===== config.mk =====
export PLATFORM = sky130hd
export DESIGN_NAME = controle_temporizador
export DESIGN_NICKNAME = d
export VERILOG_FILES = /design/src/rtl/controle_temporizador.sv
export SDC_FILE = /design/constraint.sdc
export NUM_CORES = 1
export LEC_CHECK = 0
export ABC_AREA = 1
export CORE_UTILIZATION = 36
export CTS_CLUSTER_DIAMETER = 30
export DETAILED_ROUTE_END_ITERATION = 8
export GPL_TIMING_DRIVEN = 0
export PLACE_DENSITY = 0.81
export RECOVER_POWER = 25
export SYNTH_ARGS = -nofsm -noshare
export SYNTH_HDL_FRONTEND = slang
export SYNTH_SLANG_ARGS = --single-unit

===== constraint.sdc =====
create_clock -name clock -period 1.1 [get_ports clock]
set_input_delay 0.11 -clock clock [delete_from_list [all_inputs] [get_ports clock]]
set_output_delay 0.11 -clock clock [all_outputs]
set_load 0.05 [all_outputs]

===== src/rtl/controle_temporizador.sv =====
// controle_temporizador: Moore sequencer for a contador_m round timer (ports: clock, reset, iniciar, pausar, jogada, fim_cont, meio_cont -> zera_cont, conta_cont, alerta, timeout, pronto, rodada, db_estado; optional pause via CONTROLE_TEMPORIZADOR_PAUSA_EN)
module controle_temporizador #(
  parameter int RODADAS  = 4,
  parameter int RODADA_W = 4
) (
  input  logic                clock,
  input  logic                reset,
  input  logic                iniciar,
  input  logic                pausar,
  input  logic                jogada,
  input  logic                fim_cont,
  input  logic                meio_cont,
  output logic                zera_cont,
  output logic                conta_cont,
  output logic                alerta,
  output logic                timeout,
  output logic                pronto,
  output logic [RODADA_W-1:0] rodada,
  output logic [3:0]          db_estado
);
  typedef enum logic [3:0] {
    s_inicial    = 4'd0,
    s_preparacao = 4'd1,
    s_espera     = 4'd2,
    s_pausa      = 4'd3,
    s_registra   = 4'd4,
    s_concluido  = 4'd5,
    s_esgotado   = 4'd6
  } estado_t;
  estado_t estado, prox;
  logic ultima;
  assign ultima = rodada == RODADA_W'(RODADAS - 1);
`ifndef CONTROLE_TEMPORIZADOR_PAUSA_EN
  logic unused_pausar;
  assign unused_pausar = pausar;
`endif
  always_ff @(posedge clock or posedge reset) begin
    if (reset) begin
      estado <= s_inicial;
      rodada <= '0;
      alerta <= 1'b0;
    end else begin
      estado <= prox;
      if (estado == s_registra && prox == s_preparacao) rodada <= rodada + 1'b1;
      else if (prox == s_preparacao) rodada <= '0;
      // alerta is cleared on entry to preparacao so it already reads 0 there
      alerta <= (prox == s_preparacao) ? 1'b0 : (estado == s_espera && meio_cont) ? 1'b1 : alerta;
    end
  end
  always_comb begin
    prox = s_inicial;
    case (estado)
      s_inicial:    prox = iniciar ? s_preparacao : s_inicial;
      s_preparacao: prox = s_espera;
`ifdef CONTROLE_TEMPORIZADOR_PAUSA_EN
      s_espera:     prox = jogada ? s_registra : fim_cont ? s_esgotado : pausar ? s_pausa : s_espera;
      s_pausa:      prox = pausar ? s_pausa : s_espera;
`else
      s_espera:     prox = jogada ? s_registra : fim_cont ? s_esgotado : s_espera;
`endif
      s_registra:   prox = ultima ? s_concluido : s_preparacao;
      s_concluido:  prox = iniciar ? s_preparacao : s_concluido;
      s_esgotado:   prox = iniciar ? s_preparacao : s_esgotado;
      default:      prox = s_inicial;
    endcase
  end
  assign zera_cont  = estado == s_preparacao;
  assign conta_cont = estado == s_espera;
  assign pronto     = estado == s_concluido;
  assign timeout    = estado == s_esgotado;
  assign db_estado  = estado;
endmodule


==> qor.yml, run 1 <==
outcome: "complete, but fails checks"
failed_checks: "setup timing"
area_delta_synth_final_pct: 68.7
setup_viol_count_final: 11
dp_cells: 88
die_y_um: 38.3
powerDensity_nw_per_um2: 2910
cts_tree: "done"
synth_edf_count: 0
cp_max_fo: 5
core.rowCount: 12
synthAdderAreaFrac_pct: 2.63
viasPerCell: 4.71
regToRegSetupSlack_ns: -0.17
dp_hpwl_um: 756
die_width_um: 38.3
syn_area_um2: 475
slew_violations: 0
ys_warn_count: 0
p_switching_mw: 1.25
p_sw_share_pct: 53.6
drive_above_1_share_pct: 63.4
ys_types: 19
synthesis.instances: 57
seqPwrFrac_pct: 24.8
grt-ovfl-total: 0
start_util_pct: 40.6
io_pins: 20
worst_slack_ns: -0.187
period_needed_ns: 1.29
hold_slack_ns: 0.250
drtIter0Drc: 1
grt_max_degree: 9
fin_crit_sh_pct: 117
dr.pass1.iters: 2
final_cells: 96
power.leakage_nw: 0.351
final_nets: 91
start_kind: "register"
max_freq_ghz: 0.777
grt_use_met2_pct: 30.1
avgSynthCellArea_um2: 8.34
cts_made_buffers: 3
grt_usage_pct: 17.8
portBuffers: 17
grt_pass1_vias: 402
p_int_mw: 1.08
hold_class: "input pin to asynchronous set/reset pin"
ys_seq_area_share_pct: 42.1
wire_per_inst_um: 11.8
clockPowerShare_pct: 10.4
synth_top_family_by_area: "simple AND/OR/NAND/NOR gates"
yosys_register_bits: 8
yosys.area_share.simple_pct: 32.6
met1_usage_pct: 21.8
num_antenna_cells: 0
gp_congestion: 0.711
clkSlewWorstSetupHoldPaths_ns: 0.06
postRouteAntennaNets: 0
hold_buffers: 0
hold_viol: 0
syn_nets: 65
max-cap-violations: 0
ys.flop_type: "dfrtp_1"
drc: 0
clock_skew_ns: 0.000690
clk_latency_ns: 0.25
antenna_found_initial: 0
busiest_layer: "met2"
synth-compound-area-share_pct: 7.89
ir_drop_mv: 1.50
die_area_um2: 1470
crit_arrival_ns: 1.18
synth_xor_area_share_pct: 3.68
clockBufferDepth: 2
grt_pass1_wl_um: 1770
core_um2: 1170
muxShareOfSynthArea_pct: 0
root_buffer: "clkbuf_4"
power_frac_comb_pct: 64.8
rsz0062_at_grt: "yes"
critical_path_required_ns: 0.99
synthArstFlopShare_pct: 100
cts_max_level: 1
wl_um: 1130
clock_sinks: 8
power_mw: 2.33
grtUsageMet3_pct: 5.23
final_cell_mix: "dfrtp_2, buf_2, nand2_1"
num_vias: 452
critPathCaptureType: "output port"
crit_type: "register to output port"
[state kept, by name, summed over array words and instances (netlist names)]
signal,cells
rodada,4
db_estado,3
alerta,1
[worst max-delay path, stage by stage (launching register included)]
cell and delay (ns):
dfrtp_2 0.43, inv_4 0.11, nand3_2 0.13, clkinvlp_4 0.11
buf_8 0.14
[final cells by class]
class	instances	area, um2
timing repair buffer	21	186
tap	14	17.5
fill	101	369
inverter	11	57.6
buffer	1	7.51
sequential	8	209
multi-input combinational	37	298
clock buffer	4	26.3
[layer usage]
metal	vias to the layer above	wire, um
li1	228	-
met1	210	466
met2	12	610
met3	2	43
met4	0	9
met5	-	0
[what timing repair did]
action | 4_1_cts | 5_1_grt
pin swaps | 6 | 5
gates resized for setup | 79 | 4
setup endpoints to repair | 18 | 13
buffers inserted | 3 | 1
endpoints found under the hold margin | 0 | 0
[path summary, 6_finish.rpt]
check | depth (start not counted) | end | from
worst min-delay path | 2 | alerta | reset
max in group asynchronous | 2 | db_estado[2] | reset
worst max register to register | 6 | rodada[2] | db_estado[1]
worst max-delay path | 4 | timeout | db_estado[0]
min in group clock | 2 | alerta | alerta
worst min register to register | 2 | alerta | alerta
[metrics by stage]
step           cell area (um2)  worst slack, ns  TNS [ns]  util, %
5_1_grt                    802           -0.230     -2.13     68.5
3_3_place_gp               717           -0.543     -4.43     61.2
6_report                   802           -0.187     -1.54     68.5
2_1_floorplan              529           -0.251     -1.64        -
4_1_cts                    779           -0.164     -1.49     66.6
3_5_place_dp               717           -0.555     -4.64     61.2
[synth_stat cells, types with 2 or more instances]
library cell,n,share of area [%]
o21ai_2,2,3.7
nand2_1,7,5.5
nor2_1,7,5.5
dfrtp_1,8,42
inv_1,9,7.1
nand3_1,5,5.3
inv_2,2,1.6
nand3_2,2,4.2
nor2_4,2,4.7
o21ai_1,4,4.2
[cells by family (layout without fill, tap and decap cells)]
kind of cell,Yosys count,count (layout)
buf+inv,12,37
simple gates,27,27
other cells,1,1
flops,8,8
fa+ha+maj,1,1
xor+xnor,2,2
compound gates,6,6
[power groups by stage]
stage / clock [mW] / combinational [mW] / sequential, mW
2_1_floorplan: 0 / 0.655 / 0.852
3_3_place_gp: 0 / 1.30 / 0.556
3_5_place_dp: 0 / 1.31 / 0.565
4_1_cts: 0.248 / 1.44 / 0.578
5_1_grt: 0.270 / 1.61 / 0.595
6_report: 0.243 / 1.51 / 0.580
Note: power is estimated with default switching activity, not from simulation.
==> run 2, diff against run 1 <==
CTS_CLUSTER_DIAMETER = 60   (was 30)
==> results of run 2 <==
The final DEF is identical to that of run 1; final timing and power are the same.
==> run 3, diff against run 2 <==
CORE_MARGIN = 10   (was unset)
==> run 3 against run 2 <==
Against the previous run: critical path depth unchanged; die area increased by 120%; wire length increased by 15%; clock-buffer cell count unchanged; the run still ends with setup timing left; clock power about the same; critical endpoint unchanged; sequential share of layout area decreased by 0.52 points; global-route usage decreased by 9.6 points; via count increased by 2.2%; setup slack improved by 0.018 ns; flip-flop and latch count unchanged; sequential power increased by 1%; final cell count increased by 1.0%.
==> qor.yml, run 3 (same netlist as run 1, synthesis figures left out) <==
outcome: "complete, but fails checks"
failed_checks: "setup timing"
grt-ovfl-total: 0
grt_max_degree: 9
powerDensity_nw_per_um2: 2930
hold_class: "input pin to asynchronous set/reset pin"
fin_crit_sh_pct: 115
drc: 0
p_int_mw: 1.12
start_kind: "register"
max-cap-violations: 0
largest_reg_flops: 4
clockBufferDepth: 2
slew_violations: 0
core_um2: 1270
io_pins: 20
crit_type: "register to output port"
period_needed_ns: 1.27
drive_above_1_share_pct: 65.9
start_util_pct: 37.5
setup_viol_count_final: 11
num_antenna_cells: 0
gp_congestion: 0.795
p_sw_share_pct: 53.3
drtIter0Drc: 7
num_vias: 462
grt_pass1_vias: 528
grt_pass1_wl_um: 2160
cp_max_fo: 5
clkSlewWorstSetupHoldPaths_ns: 0.06
cts_tree: "done"
critical_path_required_ns: 0.99
top_register: "rodada"
final_nets: 91
hold_viol: 0
clock_sinks: 8
r2r_cells: 7
cts_max_level: 1
dp_hpwl_um: 939
fillers: 113
r2r-end: "rodada[3]"
area_delta_synth_final_pct: 72.1
antenna_found_initial: 0
power_frac_comb_pct: 65.5
final_cell_mix: "dfrtp_2, buf_2, buf_4"
wire_per_inst_um: 13.4
placed_area_um2: 718
cts_made_buffers: 3
die_y_um: 56.3
reg2reg_from: "db_estado[1]"
max_freq_ghz: 0.788
wl_um: 1300
dr.pass1.iters: 4
postRouteAntennaNets: 0
power.leakage_nw: 0.354
seqPwrFrac_pct: 24.5
rsz0062_at_grt: "yes"
clk_latency_ns: 0.25
final_cell_area_um2: 818
viasPerCell: 4.76
final_common_cell: "dfrtp_2"
core.rowCount: 13
setup_tns_ns: -1.49
clock_skew_ns: 0.00288
crit_arrival_ns: 1.16
clockPowerShare_pct: 10.0
root_buffer: "clkbuf_4"
regToRegSetupSlack_ns: -0.14
p_switching_mw: 1.28
worst_slack_ns: -0.169
ir_drop_mv: 1.25
portBuffers: 17
die_area_um2: 3170
critPathCaptureType: "output port"
die_width_um: 56.3
grt_usage_pct: 8.19
[run 3: repair_timing]
item | CTS | global route
setup endpoints to repair | 18 | 15
buffers inserted | 4 | 0
gates resized for setup | 74 | 16
pin swaps | 3 | 1
hold buffers | 0 | 0
[run 3: worst max path at each step]
stage,start,end,slack (ns),cells after the start
2_1_floorplan,db_estado[0],db_estado[1],-0.25,3
3_3_place_gp,db_estado[2],conta_cont,-0.55,4
3_5_place_dp,db_estado[2],conta_cont,-0.55,4
4_1_cts,db_estado[2],conta_cont,-0.17,4
5_1_grt,db_estado[2],rodada[1],-0.23,6
6_report,db_estado[0],timeout,-0.17,4
[run 3: power by group through the flow]
stage	Clock [mW]	Sequential (mW)	Combinational, mW
after global placement	0	0.556	1.32
after CTS	0.255	0.564	1.44
final	0.241	0.587	1.57
after detailed placement	0	0.563	1.33
after global routing	0.265	0.607	1.68
after floorplan	0	0.852	0.655
[run 3: cell type report]
class / count / area (um2) / share of cell area [%]
repair buffers: 21 / 189 / 23.1
inverters: 11 / 60.1 / 7.34
plain buffers: 1 / 7.51 / 0.917
multi-input cells: 37 / 308 / 37.6
flip-flops and latches: 8 / 209 / 25.5
clock buffers: 4 / 26.3 / 3.21
well taps: 15 / 18.8 / 2.29
[run 3: layer usage]
| metal | global-route usage (%) | up-vias | wire length [um] | part of all wire, % |
|---|---|---|---|---|
| met4 | 6.53 | 0 | 6 | 0.46 |
| met1 | 7.63 | 217 | 508 | 39 |
| met3 | 2.47 | 2 | 79 | 6.1 |
| met2 | 14.4 | 12 | 706 | 54 |
| met5 | 0 | - | 0 | 0 |
| li1 | - | 231 | - | - |
[run 3: worst max-delay path, cell delays in order (launching register included)]
cell and delay [ns]:
dfrtp_2 0.43, clkinv_4 0.09, nand3_2 0.12, clkinvlp_4 0.11, buf_8 0.14
[run 3: per-stage QoR]
step | power (mW) | setup slack (ns) | utilization [%] | std cells | hold WS [ns]
3_3_place_gp | 1.87 | -0.551 | 56.6 | 89 | 0.380
2_1_floorplan | 1.51 | -0.251 | - | 57 | -0.0748
3_5_place_dp | 1.90 | -0.552 | 56.6 | 89 | 0.384
4_1_cts | 2.26 | -0.170 | 60.6 | 97 | 0.102
5_1_grt | 2.55 | -0.230 | 64.5 | 97 | 0.273
6_report | 2.40 | -0.169 | 64.5 | 97 | 0.239
